$ cat config.mk
export PLATFORM = sky130hd
export DESIGN_NAME = id_ex_stage
export DESIGN_NICKNAME = d
export VERILOG_FILES = /design/src/rtl/id_ex_stage.sv
export SDC_FILE = /design/constraint.sdc
export NUM_CORES = 1
export LEC_CHECK = 0
export CORE_AREA = 2 2 144 146
export CTS_CLUSTER_SIZE = 40
export DETAILED_ROUTE_END_ITERATION = 10
export DIE_AREA = 0 0 146 148
export PLACE_DENSITY = 0.72
export SLEW_MARGIN = 15
export SYNTH_ARGS = -nofsm -noshare
export SYNTH_HDL_FRONTEND = slang
export SYNTH_SLANG_ARGS = --single-unit
$ cat constraint.sdc
create_clock -name clk -period 15.05 [get_ports clk]
set_input_delay 3.7625 -clock clk [delete_from_list [all_inputs] [get_ports clk]]
set_output_delay 3.7625 -clock clk [all_outputs]
set_load 0.01 [all_outputs]
$ cat src/rtl/id_ex_stage.sv
// ID/EX pipeline register for the RV32I core: captures the decode control word and operands,
// inserts a bubble on load-use hazards or a taken-branch flush, and counts both events.
module id_ex_stage #(
  parameter int unsigned DATA_W     = 32,
  parameter int unsigned REG_ADDR_W = 5,
  parameter int unsigned CNT_W      = 16
) (
  input  logic                  clk,
  input  logic                  reset,
  input  logic [6:0]            id_Opcode,
  input  logic                  id_ALUSrc,
  input  logic                  id_MemtoReg,
  input  logic                  id_RegWrite,
  input  logic                  id_MemRead,
  input  logic                  id_MemWrite,
  input  logic                  id_Branch,
  input  logic [1:0]            id_ALUOp,
  input  logic [DATA_W-1:0]     id_PC,
  input  logic [DATA_W-1:0]     id_RD1,
  input  logic [DATA_W-1:0]     id_RD2,
  input  logic [DATA_W-1:0]     id_Imm,
  input  logic [REG_ADDR_W-1:0] id_rs1,
  input  logic [REG_ADDR_W-1:0] id_rs2,
  input  logic [REG_ADDR_W-1:0] id_rd,
  input  logic [2:0]            id_Funct3,
  input  logic [6:0]            id_Funct7,
  input  logic                  flush,
  output logic                  ex_ALUSrc,
  output logic                  ex_MemtoReg,
  output logic                  ex_RegWrite,
  output logic                  ex_MemRead,
  output logic                  ex_MemWrite,
  output logic                  ex_Branch,
  output logic [1:0]            ex_ALUOp,
  output logic [DATA_W-1:0]     ex_PC,
  output logic [DATA_W-1:0]     ex_RD1,
  output logic [DATA_W-1:0]     ex_RD2,
  output logic [DATA_W-1:0]     ex_Imm,
  output logic [REG_ADDR_W-1:0] ex_rs1,
  output logic [REG_ADDR_W-1:0] ex_rs2,
  output logic [REG_ADDR_W-1:0] ex_rd,
  output logic [2:0]            ex_Funct3,
  output logic [6:0]            ex_Funct7,
  output logic                  ex_Valid,
  output logic                  Stall,
  output logic [CNT_W-1:0]      bubble_cnt,
  output logic [CNT_W-1:0]      flush_cnt
);

  localparam logic [6:0] OpR   = 7'b0110011;
  localparam logic [6:0] OpI   = 7'b0010011;
  localparam logic [6:0] OpLw  = 7'b0000011;
  localparam logic [6:0] OpSw  = 7'b0100011;
  localparam logic [6:0] OpBr  = 7'b1100011;

  logic                  r_alusrc, r_memtoreg, r_regwrite, r_memread, r_memwrite, r_branch;
  logic [1:0]            r_aluop;
  logic [DATA_W-1:0]     r_pc, r_rd1, r_rd2, r_imm;
  logic [REG_ADDR_W-1:0] r_rs1, r_rs2, r_rd;
  logic [2:0]            r_funct3;
  logic [6:0]            r_funct7;
  logic                  r_valid;
  logic [CNT_W-1:0]      r_bubble_cnt, r_flush_cnt;

  logic w_use_rs1, w_use_rs2;
  logic w_rs1_match, w_rs2_match;
  logic w_hazard, w_bubble;

  // LUI, JAL and unknown opcodes read no source register.
  always_comb begin
    w_use_rs1 = 1'b0;
    w_use_rs2 = 1'b0;
    case (id_Opcode)
      OpR, OpSw, OpBr: begin
        w_use_rs1 = 1'b1;
        w_use_rs2 = 1'b1;
      end
      OpI, OpLw: w_use_rs1 = 1'b1;
      default: ;
    endcase
  end

  always_comb begin
    w_rs1_match = w_use_rs1 && (r_rd == id_rs1);
    w_rs2_match = w_use_rs2 && (r_rd == id_rs2);
    w_hazard    = r_valid && r_memread && (r_rd != '0) && (w_rs1_match || w_rs2_match);
    w_bubble    = flush || w_hazard;
    // A flushed decode instruction is squashed upstream, so there is nothing to hold.
    Stall       = w_hazard && !flush;
  end

  always_ff @(posedge clk or posedge reset) begin
    if (reset) begin
      r_alusrc   <= 1'b0;
      r_memtoreg <= 1'b0;
      r_regwrite <= 1'b0;
      r_memread  <= 1'b0;
      r_memwrite <= 1'b0;
      r_branch   <= 1'b0;
      r_aluop    <= 2'b00;
      r_pc       <= '0;
      r_rd1      <= '0;
      r_rd2      <= '0;
      r_imm      <= '0;
      r_rs1      <= '0;
      r_rs2      <= '0;
      r_rd       <= '0;
      r_funct3   <= '0;
      r_funct7   <= '0;
      r_valid    <= 1'b0;
    end else if (w_bubble) begin
      r_alusrc   <= 1'b0;
      r_memtoreg <= 1'b0;
      r_regwrite <= 1'b0;
      r_memread  <= 1'b0;
      r_memwrite <= 1'b0;
      r_branch   <= 1'b0;
      r_aluop    <= 2'b00;
      r_pc       <= '0;
      r_rd1      <= '0;
      r_rd2      <= '0;
      r_imm      <= '0;
      r_rs1      <= '0;
      r_rs2      <= '0;
      r_rd       <= '0;
      r_funct3   <= '0;
      r_funct7   <= '0;
      r_valid    <= 1'b0;
    end else begin
      r_alusrc   <= id_ALUSrc;
      r_memtoreg <= id_MemtoReg;
      r_regwrite <= id_RegWrite;
      r_memread  <= id_MemRead;
      r_memwrite <= id_MemWrite;
      r_branch   <= id_Branch;
      r_aluop    <= id_ALUOp;
      r_pc       <= id_PC;
      r_rd1      <= id_RD1;
      r_rd2      <= id_RD2;
      r_imm      <= id_Imm;
      r_rs1      <= id_rs1;
      r_rs2      <= id_rs2;
      r_rd       <= id_rd;
      r_funct3   <= id_Funct3;
      r_funct7   <= id_Funct7;
      r_valid    <= 1'b1;
    end
  end

  // Saturating counters; flush takes the credit when both events coincide.
  always_ff @(posedge clk or posedge reset) begin
    if (reset) begin
      r_bubble_cnt <= '0;
      r_flush_cnt  <= '0;
    end else if (flush) begin
      if (r_flush_cnt != '1) r_flush_cnt <= r_flush_cnt + CNT_W'(1);
    end else if (w_hazard) begin
      if (r_bubble_cnt != '1) r_bubble_cnt <= r_bubble_cnt + CNT_W'(1);
    end
  end

  assign ex_ALUSrc   = r_alusrc;
  assign ex_MemtoReg = r_memtoreg;
  assign ex_RegWrite = r_regwrite;
  assign ex_MemRead  = r_memread;
  assign ex_MemWrite = r_memwrite;
  assign ex_Branch   = r_branch;
  assign ex_ALUOp    = r_aluop;
  assign ex_PC       = r_pc;
  assign ex_RD1      = r_rd1;
  assign ex_RD2      = r_rd2;
  assign ex_Imm      = r_imm;
  assign ex_rs1      = r_rs1;
  assign ex_rs2      = r_rs2;
  assign ex_rd       = r_rd;
  assign ex_Funct3   = r_funct3;
  assign ex_Funct7   = r_funct7;
  assign ex_Valid    = r_valid;
  assign bubble_cnt  = r_bubble_cnt;
  assign flush_cnt   = r_flush_cnt;

endmodule

==> metrics.md, run 1 <==
| Metric | Value |
|---|---|
| Critical R2R Launch | `ex_rd[0]` |
| Post-Synthesis Cells | `502` |
| Worst reg2reg path depth | `6` |
| Proportion of layout cells with a drive suffix above 1 | `4.977%` |
| Total Routing Usage GR | `17.70%` |
| Fin area | `0.01140 mm²` |
| Fin crit share | `63.36%` |
| Hold Vio Cnt, Final | `0` |
| Area Growth Syn to Fin | `65.22%` |
| Worst Clk Skew | `17.51 ps` |
| CTS resizes | `0` |
| Finished Core Util | `56.89%` |
| Initial antenna violation count | `3` |
| Skew-Pair Late Insertion Delay | `440 ps` |
| Worst Hold Depth | `1` |
| Pins Over Slew Limit | `0` |
| Req. time, crit path | `11,290 ps` |
| Mapped cell area | `0.006900 mm²` |
| Largest area contributor in the netlist | `dfrtp_1` |
| R2R setup slack | `12,050 ps` |
| Buffers on Ports | `365` |
| Post-Route WL | `18.93 mm` |
| DP HPWL | `14.26 mm` |
| # DRC | `0` |
| Drt first pass iters | `4` |
| Reg2reg end | `ex_Imm[24]` |
| Root buf cell | `clkbuf_16` |
| H-tree level count | `4` |
| Family with the most delay on the worst path | `buffers and inverters` |
| LEAKAGE | `4.996 nW` |
| Most frequent cells in the layout | `365 x clkdlybuf4s50_1, 194 x dfrtp_1, 162 x and2_1` |
| I/O pin count | `366` |
| Max Cap Viol | `0` |
| Hold Path End | `bubble_cnt[7]` |
| CP Capture Type | `primary output` |
| CP startpoint kind | `input pin` |
| Placer congestion estimate | `0.7889` |
| Commonest non-fill, non-tap cell in the layout | `clkdlybuf4s50_1` |
| Top cell type's share of synthesized area | `70.35%` |
| Crit path buffers/inverters | `2` |
| Synth Register Bits | `194` |
| # hold bufs at CTS | `0` |
| Total grt overflow | `0` |
| CP arrival | `5770 ps` |
| Power Density | `105.9 mW/mm²` |
| Mapped Nets | `675` |
| Placement-stage cell area | `0.01079 mm²` |
| Yosys Warn Count | `0` |
| TritonCTS Sinks | `194` |
| Crit path from | `id_Opcode[1]` |
| DR vias/cell | `4.319` |
| Worst setup path class | `input pin to primary output` |
| Num CTS Buffers | `17` |
| Min-delay src | `bubble_cnt[7]` |
| Layout filler cell count | `1,708` |
| Setup slack after layout | `5515 ps` |
| F_max | `0.1049 GHz` |
| Clk slew on worst S/H paths | `70 ps` |
| Worst IR Drop VDD | `0.07162 mV` |
| Most frequent CP cell | `clkdlybuf4s50_1` |
| Die height | `148 µm` |
| Global-route wire length before repair | `29.28 mm` |
| Post-route setup TNS | `0 ps` |
| CP cell instances | `clkdlybuf4s50_1 > nand4_1 > a2111oi_2 > o21a_1 > and3_1 > clkdlybuf4s50_1` |
| Pre-CTS setup slack | `5489 ps` |
| Seq/Total Area, Yosys | `70.35%` |
| CP max-delay cell | `clkdlybuf4s50_1` |
| Rows | `52` |
| Syn Area/Cell | `13.75 µm²` |
| Core Area | `0.02004 mm²` |
| Min cycle time layout | `9535 ps` |
| CTS tree | `built` |
| Hold WC Path Type | `register to register` |
| RSZ-0062 raised after global routing | `no` |
| Final setup vio count | `0` |
| Synth cell types | `33` |
| Slowest stage delay, CP | `530 ps` |
| Top cells by area, synth | `dfrtp_1 70%, and2_1 15%, xnor2_1 2.5%` |
| Die ar. | `0.02161 mm²` |
| Max-slew headroom | `38.64%` |
| Die W | `146 µm` |
| Starting density of the core | `34.43%` |
| Setup bufs post-CTS | `0` |
| Vias in the first global route | `5,349` |
| Number of routed nets with antenna violations | `0` |
| CP max FO | `3` |
| Measured slew at the worst slew-check pin | `920.4 ps` |
| Longest Clk Path Bufs | `2` |
| Via count | `4,993` |
| Outcome | `finished, final reports clean` |
| Worst hold margin | `498.2 ps` |
| Nets@finish | `1,044` |
| Largest net degree at the start of global routing | `120` |
| Starting DRT DRC Count | `171` |
| Wire per inst | `16.38 µm` |
[logic make-up (layout without fill, tap and decap cells)]
group	count (synthesis)	count (layout)	share of synthesized area [%]
AND/OR/NAND/NOR	233	233	20.38
AO/OA/AOI/OAI	10	10	1.451
flip-flops	194	194	70.35
other	0	2	0
XOR/XNOR	40	40	5.077
buffers and inverters	22	404	2.212
multiplexers	1	1	0.1632
adder cells (fa/ha/maj)	2	2	0.3626
[per-stage QoR]
stage,instances,power [mW]
final,1156,1.208
after global routing,1155,1.262
after CTS,1154,1.228
after detailed placement,1122,0.7618
after global placement,1122,0.7588
after floorplan,502,0.6399
[worst max-delay path by stage]
stage	to	slack, ps	depth (start not counted)
CTS	Stall	5500	6
finish	Stall	5510	6
global route	Stall	5390	6
detailed placement	Stall	5490	6
floorplan	bubble_cnt[0]	6000	1
global placement	Stall	5500	6
[flip-flops by register name, indices dropped and copies added (netlist names), 2 cells and up]
name,flops
ex_rs1,5
ex_rs2,5
ex_Funct7,7
ex_RD1,32
ex_rd,5
ex_RD2,32
flush_cnt,16
ex_Funct3,3
ex_PC,32
ex_ALUOp,2
ex_Imm,32
bubble_cnt,16
[cell usage after synthesis]
library cell	n
buf_2	2
nor2_1	3
and3_1	5
and2_1	162
nand2_1	18
a2111oi_2	1
or4_1	1
nand4_1	9
nor4_2	1
a311oi_1	1
buf_6	9
nand3_1	9
a21oi_4	1
o22ai_1	1
xor2_1	20
mux2_2	1
dfrtp_1	194
nand2b_1	2
ha_1	2
o31ai_2	1
o211ai_1	1
a41oi_1	1
o22a_1	1
nor4_1	5
and4_1	4
or2_2	2
o31a_1	1
clkbuf_1	8
xnor2_1	20
nor3_1	11
nor4b_2	1
inv_1	3
o21a_1	1
[layout make-up]
class | count | area [µm²] | share of cell area (%)
Sequential cell | 194 | 4855 | 42.58
Timing Repair Buffer | 369 | 3684 | 32.31
Multi-Input combinational cell | 286 | 1893 | 16.60
Clock buffer | 19 | 442.9 | 3.885
Tap cell | 270 | 337.8 | 2.963
Clock inverter | 13 | 165.2 | 1.449
Inverter | 3 | 18.77 | 0.1646
Antenna cell | 2 | 5.005 | 0.04390
[worst reg2reg max path, delay by kind of cell (launching register included)]
| family | cells | cell delay, ps |
|---|---|---|
| simple gates | 2 | 860 |
| buf+inv | 2 | 1130 |
| compound gates | 2 | 520 |
| flops | 1 | 430 |
[where the power goes]
part           leakage (nW)  internal [mW]  total (mW)  switching [mW]
Clock                 0.298          0.243       0.459           0.215
Sequential             2.52          0.551       0.569          0.0182
Combinational          2.18          0.110       0.179          0.0692
[routing by layer]
| layer | track usage (%) | vias to the layer above | share of wire (%) | routed length (µm) |
|---|---|---|---|---|
| met5 | 0 | - | 0 | 0 |
| met1 | 18.56 | 2388 | 36 | 6807 |
| met4 | 6.893 | 0 | 2.0 | 385 |
| li1 | - | 2345 | - | - |
| met3 | 9.043 | 26 | 11 | 2176 |
| met2 | 30.40 | 234 | 51 | 9562 |
No activity file was read; power rests on OpenSTA's default activity.
==> run 2: changes to the inputs <==
CORE_AREA = unset   (was 2 2 144 146)
CORE_MARGIN = 2   (was unset)
CORE_UTILIZATION = 35   (was unset)
DIE_AREA = unset   (was 0 0 146 148)
PLACE_DENSITY = 0.76   (was 0.72)
clock period = 8.5 ns   (was 15.05 ns; I/O delays follow)
==> metrics.md, run 2 (same netlist as run 1, synthesis figures left out) <==
| Metric | Value |
|---|---|
| Hold Vio Cnt, Final | `0 (unchanged)` |
| CTS tree | `built (unchanged)` |
| Clock Power Share | `36.6% (was 38.0%)` |
| CP max FO | `3 (unchanged)` |
| Post-route setup TNS | `0 ps (unchanged)` |
| Total grt overflow | `0 (unchanged)` |
| Commonest non-fill, non-tap cell in the layout | `clkdlybuf4s50_1 (unchanged)` |
| Clk slew on worst S/H paths | `70 ps (about the same)` |
| Switching share of power | `25.19% (was 25.09%)` |
| Net Switching | `0.5268 mW (was 0.3029 mW)` |
| Global-route wire length before repair | `28.34 mm (was 29.28 mm)` |
| F_max | `0.1568 GHz` |
| Proportion of layout cells with a drive suffix above 1 | `4.757% (was 4.977%)` |
| Largest net degree at the start of global routing | `122 (was 120)` |
| Starting density of the core | `35.57% (was 34.43%)` |
| Hold WC Path Type | `register to register (unchanged)` |
| Comb pwr share | `15.2% (was 14.9%)` |
| Fin area | `0.01136 mm² (was 0.01140 mm²)` |
| Wire per inst | `16.47 µm (was 16.38 µm)` |
| Nets@finish | `1,043 (was 1,044)` |
| Finished Core Util | `58.54% (was 56.89%)` |
| Total Routing Usage GR | `18.24% (was 17.70%)` |
| Part of the power in registers | `48.2% (was 47.1%)` |
| Number of routed nets with antenna violations | `0 (unchanged)` |
| Die W | `144.4 µm (was 146 µm)` |
| Num CTS Buffers | `17 (unchanged)` |
| Die ar. | `0.02085 mm² (was 0.02161 mm²)` |
| RSZ-0062 raised after global routing | `no (unchanged)` |
| Worst setup path class | `input pin to primary output (unchanged)` |
| CP endpoint | `Stall (unchanged)` |
| Drt first pass iters | `4 (unchanged)` |
| Post-Route WL | `18.91 mm (was 18.93 mm)` |
| LEAKAGE | `4.978 nW (was 4.996 nW)` |
| H-tree level count | `4 (unchanged)` |
| Diodes inserted | `0 (was 2)` |
| Area Growth Syn to Fin | `64.57% (was 65.22%)` |
| Worst Clk Skew | `14.25 ps (was 17.51 ps)` |
| Vias in the first global route | `5,204 (was 5,349)` |
| Longest Clk Path Bufs | `2 (unchanged)` |
| Most frequent cells in the layout | `365 x clkdlybuf4s50_1, 194 x dfrtp_1, 162 x and2_1 (unchanged)` |
| Min cycle time layout | `6376 ps` |
| Measured slew at the worst slew-check pin | `1146 ps (was 920.4 ps)` |
| Placement-stage cell area | `0.01077 mm² (was 0.01079 mm²)` |
| Final setup vio count | `0 (unchanged)` |
| Setup bufs post-CTS | `0 (unchanged)` |
| Fin crit share | `75.01%` |
| Buffers on Ports | `365 (unchanged)` |
| CP arrival | `4250 ps (was 5770 ps)` |
| Rows | `51 (was 52)` |
| Die height | `144.4 µm (was 148 µm)` |
| # DRC | `0 (unchanged)` |
| I/O pin count | `366 (unchanged)` |
| Max-slew headroom | `23.24% (was 38.64%)` |
| Layout filler cell count | `1,624 (was 1,708)` |
| Critical R2R Launch | `ex_rd[0] (unchanged)` |
| Crit path from | `id_Opcode[1] (unchanged)` |
| CP Capture Type | `primary output (unchanged)` |
| Starting DRT DRC Count | `235 (was 171)` |
| CP startpoint kind | `input pin (unchanged)` |
| Outcome | `finished, final reports clean (unchanged)` |
| Placer congestion estimate | `0.8087 (was 0.7889)` |
| Power Density | `184.1 mW/mm² (was 105.9 mW/mm²)` |
| Core Area | `0.01940 mm² (was 0.02004 mm²)` |
| DR vias/cell | `4.387 (was 4.319)` |
| Initial antenna violation count | `0 (was 3)` |
| Worst hold margin | `492.6 ps (was 498.2 ps)` |
| R2R setup slack | `5870 ps (was 12,050 ps)` |
| Req. time, crit path | `6380 ps (was 11,290 ps)` |
| Skew-Pair Late Insertion Delay | `420 ps (was 440 ps)` |
| Worst IR Drop VDD | `0.1531 mV (was 0.07162 mV)` |
| Root buf cell | `clkbuf_16 (unchanged)` |
| Internal power | `1.564 mW (was 0.9046 mW)` |
| Total chip power | `2.091 mW (was 1.208 mW)` |
| Worst reg2reg path depth | `5 (was 6)` |
| TritonCTS Sinks | `194 (unchanged)` |
| Max Cap Viol | `0 (unchanged)` |
| Reg2reg end | `ex_rs1[1] (was ex_Imm[24])` |
| DP HPWL | `14.25 mm (was 14.26 mm)` |
| CTS resizes | `0 (unchanged)` |
| Pins Over Slew Limit | `0 (unchanged)` |
| Via count | `5,036 (was 4,993)` |
| # hold bufs at CTS | `0 (unchanged)` |
[run 2: area by class of cell]
class                      count  area [µm²]  share of cell area [%]
tap                          265       331.6                   2.920
clock inverter                13       136.4                   1.201
multi-input combinational    286        1893                   16.67
inverter                       3       18.77                  0.1653
clock buffer                  19       432.9                   3.812
sequential                   194        4855                   42.75
timing repair buffer         368        3689                   32.48
[run 2: critical path, cell delays in order]
cell and delay [ps]:
clkdlybuf4s50_1 460, nand4_1 170, a2111oi_2 520, o21a_1 260, and3_1 190, clkdlybuf4s50_1 530
[run 2: worst min path at each step]
stage	slack, ps	from	endpoint	cells after the start
final	490	flush_cnt[5]	flush_cnt[5]	1
after global routing	520	flush_cnt[5]	flush_cnt[5]	1
after CTS	490	flush_cnt[5]	flush_cnt[5]	1
after detailed placement	480	flush_cnt[5]	flush_cnt[5]	1
after global placement	480	flush_cnt[13]	flush_cnt[13]	1
after floorplan	510	bubble_cnt[7]	bubble_cnt[7]	1
[run 2: per-stage QoR]
step	setup WS, ps	cells
after floorplan	1091	502
after global placement	2100	1115
after detailed placement	2096	1115
after CTS	2096	1147
after global routing	1980	1148
final	2124	1148
[run 2: metal layers]
layer / GRT usage, % / up-vias / wire (µm)
met5: 0 / - / 0
met4: 6.847 / 0 / 499
met3: 9.503 / 34 / 2281
met2: 29.73 / 258 / 9211
met1: 20.38 / 2404 / 6914
li1: - / 2340 / -
[run 2: power groups by stage]
stage / clock network (mW) / registers [mW] / logic (mW)
3_5_place_dp: 0 / 1.03 / 0.321
3_3_place_gp: 0 / 1.03 / 0.317
6_report: 0.766 / 1.01 / 0.317
2_1_floorplan: 0 / 1.05 / 0.0820
4_1_cts: 0.792 / 1.01 / 0.323
5_1_grt: 0.835 / 1.02 / 0.346
